### src/rtl/pwm_core_if.sv
// ---------------------------------------------------------------------------
// pwm_core_if
// Groups the duty-value input and the PWM outputs of pwm_core into one bundle.
//
// Signals
//   compare       WIDTH  duty value, high ticks per period (controller -> core)
//   pwm           1      registered PWM output, active high (core -> controller)
//   period_start  1      one-clock strobe at the start of each period
//
// Modports
//   master  the controller: drives compare, observes pwm/period_start
//   slave   the PWM core:   reads compare, drives pwm/period_start
//
// Handshake: none. compare is sampled on the clock edge where the counter is
// at zero; the controller keeps it stable around that edge.
// ---------------------------------------------------------------------------
interface pwm_core_if #(
    parameter int WIDTH = 8
);
    logic [WIDTH-1:0] compare;
    logic             pwm;
    logic             period_start;

    modport master (
        output compare,
        input  pwm,
        input  period_start
    );

    modport slave (
        input  compare,
        output pwm,
        output period_start
    );
endinterface

### src/rtl/pwm_core.sv
// ---------------------------------------------------------------------------
// pwm_core
// Single-channel PWM generator. A free-running WIDTH-bit counter is compared
// against a duty value that is latched once per period (at counter zero), so
// a duty change mid-period never glitches the waveform.
//
// Parameters
//   WIDTH     counter/compare width; period = 2**WIDTH ticks
//   PRESCALE  clocks per counter tick (>=1); only used when PWM_PRESCALE_EN
//             is defined
//
// Ports
//   clk   in   system clock, rising edge
//   rst   in   asynchronous active-low reset
//   bus   pwm_core_if.slave: compare (in), pwm (out), period_start (out)
//
// Configuration macro
//   PWM_PRESCALE_EN  when defined, a prescaler divides the clock so the
//                    counter advances once every PRESCALE clocks. When
//                    undefined, the counter advances every clock.
//
// Timing: pwm and period_start are registered and reflect the counter value
// from one clock earlier. compare=0 gives a constant low output; the maximum
// compare gives 2**WIDTH-1 high ticks per period (100% is unreachable).
// ---------------------------------------------------------------------------
module pwm_core #(
    parameter int WIDTH    = 8,
    parameter int PRESCALE = 1
) (
    input  logic       clk,
    input  logic       rst,
    pwm_core_if.slave  bus
);

    logic [WIDTH-1:0] cnt;
    logic [WIDTH-1:0] shadow;
    logic [WIDTH-1:0] eff;
    logic             tick;
    logic             pwm_q;
    logic             period_start_q;
    logic             cnt_zero;

    assign cnt_zero = (cnt == '0);

    // At the zero tick the freshly presented compare is used directly, so the
    // new duty applies to the very first tick of its own period.
    assign eff = cnt_zero ? bus.compare : shadow;

`ifdef PWM_PRESCALE_EN
    generate
        if (PRESCALE > 1) begin : g_prescale
            localparam int PW = $clog2(PRESCALE);
            localparam logic [PW-1:0] PRE_LAST = PW'(PRESCALE - 1);

            logic [PW-1:0] pre;

            always_ff @(posedge clk or negedge rst) begin
                if (!rst) begin
                    pre <= '0;
                end else if (pre == PRE_LAST) begin
                    pre <= '0;
                end else begin
                    pre <= pre + PW'(1);
                end
            end

            assign tick = (pre == PRE_LAST);
        end else begin : g_no_prescale
            assign tick = 1'b1;
        end
    endgenerate
`else
    assign tick = 1'b1;
`endif

    always_ff @(posedge clk or negedge rst) begin
        if (!rst) begin
            cnt            <= '0;
            shadow         <= '0;
            pwm_q          <= 1'b0;
            period_start_q <= 1'b0;
        end else begin
            // Strobe lasts exactly one clock even when ticks are prescaled.
            period_start_q <= tick && cnt_zero;
            if (tick) begin
                cnt   <= cnt + WIDTH'(1);   // natural wrap at 2**WIDTH-1
                pwm_q <= (cnt < eff);
                if (cnt_zero) begin
                    shadow <= bus.compare;
                end
            end
        end
    end

    assign bus.pwm          = pwm_q;
    assign bus.period_start = period_start_q;

endmodule

### src/flat_wrapper.sv
// flat-port wrapper written by rule: the top's interface ports become plain ports
module pwm_core_flat 
#(
    parameter int WIDTH    = 8,
    parameter int PRESCALE = 1
)
  (clk, rst, bus_compare, bus_pwm, bus_period_start);
  pwm_core_if #(.WIDTH(WIDTH)) bus_i ();
  input  logic clk;
  input  logic rst;
  input wire logic [$bits(bus_i.compare)-1:0] bus_compare;
  output wire logic [$bits(bus_i.pwm)-1:0] bus_pwm;
  output wire logic [$bits(bus_i.period_start)-1:0] bus_period_start;
  assign bus_i.compare = bus_compare;
  assign bus_pwm = bus_i.pwm;
  assign bus_period_start = bus_i.period_start;
  pwm_core #(.WIDTH(WIDTH), .PRESCALE(PRESCALE)) u_core (.clk(clk), .rst(rst), .bus(bus_i));
endmodule
### config.mk
export PLATFORM = sky130hd
export DESIGN_NAME = pwm_core_flat
export DESIGN_NICKNAME = d
export VERILOG_FILES = /design/src/rtl/pwm_core_if.sv /design/src/rtl/pwm_core.sv /design/src/flat_wrapper.sv
export SDC_FILE = /design/constraint.sdc
export NUM_CORES = 1
export LEC_CHECK = 0
export CORE_UTILIZATION = 51
export DETAILED_ROUTE_END_ITERATION = 8
export HOLD_SLACK_MARGIN = 0.05
export PLACE_DENSITY = 0.86
export SKIP_LAST_GASP = 1
export SLEW_MARGIN = 20
export SYNTH_ARGS = -nofsm -noshare
export SYNTH_HDL_FRONTEND = slang
export SYNTH_SLANG_ARGS = --single-unit
### constraint.sdc
create_clock -name clk -period 3 [get_ports clk]
set_input_delay 0.3 -clock clk [delete_from_list [all_inputs] [get_ports clk]]
set_output_delay 0.3 -clock clk [all_outputs]
set_load 0.01 [all_outputs]
# After elaboration in Yosys (flattened, before gate mapping)
# Index checks and enable logic that the tools add are counted.
# totals
reg_bits,18
wordCells,8
in_bits,10
output_inout_bits,2
# op_classes
mux,1
n_lt_le_gt_ge,1
addsub,1
reduce_logical,1
# op_table
cell,n
adder 8 x 1 -> 8 bit (second input constant),1
zero test 8 bit,1
less-than comparator 8 bit,1
two-way mux 8 bit,1

# Depth between registers and ports, before layout
# Gate-level depths: netlist of the first run.
# logic_depth
ltp_word,3
mapped_depth,10
mapped_depth_nobuf,9

# Least setup slack after synthesis of the first run
# Ideal clock, no wire load.
# synth_timing
path_kind,register to register
start,register u_core.cnt[4]
end,"register u_core.pwm_q, in the netlist u_core.bus.pwm"
arrival_ns,2.004
synth_period_minus_slack_ns,2.116
path_stages_with_launch,10
n_path_buf,1
required_time_ns,2.889
setup_slack_ns,0.884
path_cell_list,dfrtp_1 > nor4_1 > nand3_1 > buf_6 > mux2_4 > inv_2 > ha_1 > nand4_1 > nor2_1 > a2111oi_2
# synth_via
elab_chain_len,3
# synth_lines
item,line_no,text
from (decl),pwm_core.sv:35,logic [WIDTH-1:0] cnt;
from (signal assigned),pwm_core.sv:86,cnt <= cnt + WIDTH'(1);
zero test 8 bit,pwm_core.sv:43,assign cnt_zero = (cnt == '0);
two-way mux 8 bit,pwm_core.sv:47,assign eff = cnt_zero ? bus.compare : shadow;
named net u_core.eff[5],pwm_core.sv:37,logic [WIDTH-1:0] eff;
less-than comparator 8 bit,pwm_core.sv:87,pwm_q <= (cnt < eff);
to (signal assigned),pwm_core.sv:87,
to (decl),pwm_core.sv:39,logic pwm_q;
# The timed path passes the listed nets, and every way through them passes these cells.

# Worst setup path after layout of the first run
# Ends and elaborated chain as after synthesis.

==> results of run 1 <==
[path summary, 6_finish.rpt]
path	to	slack [ns]	cells after the start
max	u_core.bus.pwm$_DFF_PN0_	0.36	8
min	u_core.shadow[5]$_DFF_PN0_	0.46	1
max reg2reg	u_core.bus.pwm$_DFF_PN0_	0.36	8
min reg2reg	u_core.shadow[0]$_DFF_PN0_	0.50	1
max in group asynchronous	u_core.shadow[0]$_DFF_PN0_	2.05	1
min in group clk	u_core.shadow[0]$_DFF_PN0_	0.50	1
[kinds of logic (layout without fill, tap and decap cells)]
| family | count (synthesis) | after routing | synth area share (%) |
|---|---|---|---|
| and+or+nand+nor | 17 | 17 | 9.78 |
| adders and majority gates | 9 | 9 | 12.6 |
| muxes | 9 | 9 | 11.9 |
| xor gates and xnor gates | 6 | 6 | 5.87 |
| DFF | 18 | 18 | 50.3 |
| buffers and inverters | 11 | 24 | 5.45 |
| AOI/OAI and AO/OA | 5 | 5 | 4.19 |
[power groups by stage]
stage | logic [W] | registers [W] | clock network (W)
2_1_floorplan | 0.0000152 | 0.000255 | 0
3_3_place_gp | 0.0000353 | 0.000255 | 0
3_5_place_dp | 0.0000367 | 0.000255 | 0
4_1_cts | 0.0000369 | 0.000251 | 0.000121
5_1_grt | 0.0000408 | 0.000251 | 0.000128
6_report | 0.0000362 | 0.000250 | 0.000112
[metrics by stage]
step           hold slack [ns]  cell area, µm²  setup slack, ns  std cells  utilization [%]
6_report                 0.459            1040            0.362        104             65.8
5_1_grt                  0.515            1040           0.0873        104             65.8
4_1_cts                  0.479            1040            0.325        104             65.8
3_5_place_dp             0.488            1010            0.385        101             64.4
3_3_place_gp             0.474            1010            0.419        101             64.4
2_1_floorplan          0.00441             896            0.884         75                -
[metal layers]
layer	track usage [%]	vias up
met3	2.92	2
met2	29.3	10
met5	0	-
met1	20.2	265
li1	-	283
met4	14.5	0
[cells in the final DEF (no fill, tap or decap)]
| cell | count |
|---|---|
| nand2_1 | 2 |
| a21oi_1 | 3 |
| xor2_1 | 2 |
| inv_1 | 7 |
| clkbuf_4 | 3 |
| mux2_4 | 3 |
| xnor2_1 | 4 |
| ha_1 | 9 |
| inv_2 | 3 |
| nor4_1 | 1 |
| mux2_2 | 1 |
| nor3_1 | 1 |
| nand4_1 | 2 |
| mux2i_1 | 5 |
| nor2b_1 | 2 |
| nor2_1 | 2 |
| a2111oi_2 | 1 |
| a21boi_0 | 1 |
| dfrtp_1 | 18 |
| clkdlybuf4s50_1 | 11 |
| nand3_1 | 6 |
| and3_1 | 1 |
[cell type report]
type	instances	area, µm²
Timing Repair Buffer	11	110
Inverter	10	37.5
Tap cell	16	20.0
Multi-Input combinational cell	46	397
Clock buffer	3	22.5
Fill cell	124	539
Sequential cell	18	450
[registers in the layout, summed over array words and instances, names as in the netlist]
name / count
u_core.bus.pwm: 1
u_core.shadow: 8
u_core.cnt: 8
u_core.bus.period_start: 1
[cells in the mapped netlist, drive strengths merged]
cell	n
a2111oi	1
a21boi	1
a21oi	3
and3	1
buf	1
dfrtp	18
ha	9
inv	10
mux2	4
mux2i	5
nand2	2
nand3	6
nand4	2
nor2	2
nor2b	2
nor3	1
nor4	1
xnor2	4
xor2	2
==> run_results.csv, run 1 <==
group,metric,value,unit
synthesis,ys_warn_count,0,
place,dpl.hpwl,1040,µm
timing,slew_violations,0,
synthesis,netlist_top_cells_area,"dfrtp_1 (50%), ha_1 (13%), mux2i_1 (5.6%), mux2_4 (5.0%), xnor2_1 (3.9%)",
timing,setup_violations,0,
finish,syn2layout_area_growth,15.8,%
routing,m1WireLength,626,µm
critical_path,cpPeakStageDelay,0.47,ns
timing,post-route-period-util,87.9,%
routing,wl_met3,39,µm
place,gp_congestion,0.800,
run_status,outcome,"completed",
finish,drive_above_1_share,12.5,%
routing,dr_wl_met2,688,µm
timing,fin_crit,2.64,ns
routing,drtIter0Drc,7,
routing,highest_layer,"met4",
clocking,cts_tree,"done",
die,core,1580,µm²
synthesis,ys_types,21,
die,ios,12,
synthesis,yosysSeqAreaShare,50.3,%
routing,drtPass1Iterations,6,
clocking,cts_buffers,3,
die,rows,14,
critical_path,cpLargestDelayFamily,"simple AND/OR/NAND/NOR gates",
power,total_power,0.000399,W
clocking,cts_max_path_buffers,2,
power,ir_worst_vdd,245,µV
synthesis,avgSynthCellArea,11.9,µm²
global_route,grt_max_degree,19,
timing,skew,0.00474,ns
power,comb_power_share,9.1,%
power,p_switching,0.0000827,W
critical_path,timing.rr.start,"u_core.cnt[4]$_DFF_PN0_",
die,start_util,56.8,%
synthesis,synth-seq-cells,18,
routing,wl_per_cell,13.2,µm
clocking,ctsResizeCount,0,
global_route,grt-ovfl-total,0,
finish,diodes,0,
routing,dr_total_vias,560,
die,die_area,1930,µm²
timing,rsz0062_at_grt,"no",
global_route,grt_use_total,17.8,%
critical_path,crit_chain,"nor4_1 -> nand3_1 -> mux2_4 -> inv_2 -> ha_1 -> nand4_1 -> nor2_1 -> a2111oi_2",
synthesis,synthesis.instances,75,
critical_path,cp_slowest_cell,"nand3_1",
clocking,clkTransAtPathRegs,0.09,ns
critical_path,arrival,2.81,ns
power,internal-power,0.000316,W
clocking,clock_latency,0.28,ns
timing,max_freq,379,MHz
clocking,clkSinkCount,18,
critical_path,path_max_fanout,10,
min_path,hold_class,"primary input to async pin",
power,power_density,385,nW/µm²
routing,avgViaCountPerCell,5.38,
power,pwr-share-seq,62.8,%
power,power_frac_clock,28.1,%
routing,drt_wl_total,1380,µm
power,p_leak,0.525,nW
die,die_y,43.9,µm
critical_path,worst_setup_path_end_kind,"flip-flop",
clocking,htreeDepth,1,
critical_path,critPathLaunchType,"flip-flop",
timing,max-slew-margin-rel,48.2,%
run,cap_violations,0,
clocking,postCtsHoldBufs,0,
critical_path,cp-startpoint,"u_core.cnt[4]$_DFF_PN0_",
synthesis,synth_area,896,µm²
timing,hold_violations,0,
timing,worst-slew-pin-transition,0.774,ns
timing,setup_tns,0,ns
routing,drc,0,
synthesis,syn_nets,94,
global_route,grt_pass1_wl,2390,µm
die,die_w,43.9,µm
critical_path,crit_buf_inv,1,
routing,ant_nets,0,
clocking,clock-root-buffer,"clkbuf_4",
global_route,grt_pass1_vias,589,
critical_path,critical_path_class,"flip-flop to flip-flop",
finish,nNetsFinal,109,
synthesis,synth.top_cell.area_share,50.3,%
clocking,post_cts_buffers,0,
critical_path,required,3.18,ns
synthesis,synth_top_cell_by_area,"dfrtp_1",
power,p_sw_share,20.7,%
global_route,antenna_found_initial,0,
place,io_buffer_count,11,
Power figures use the tool's default switching activity.
==> run 2, diff against run 1 <==
--- a/config.mk
+++ b/config.mk
@@ -9,6 +9,7 @@
 export DETAILED_ROUTE_END_ITERATION = 8
 export HOLD_SLACK_MARGIN = 0.05
 export PLACE_DENSITY = 0.86
+export SKIP_CTS_REPAIR_TIMING = 1
 export SKIP_LAST_GASP = 1
 export SLEW_MARGIN = 20
 export SYNTH_ARGS = -nofsm -noshare
==> results of run 2 <==
Same layout as run 1: the final DEF is identical, and so are final timing and power.
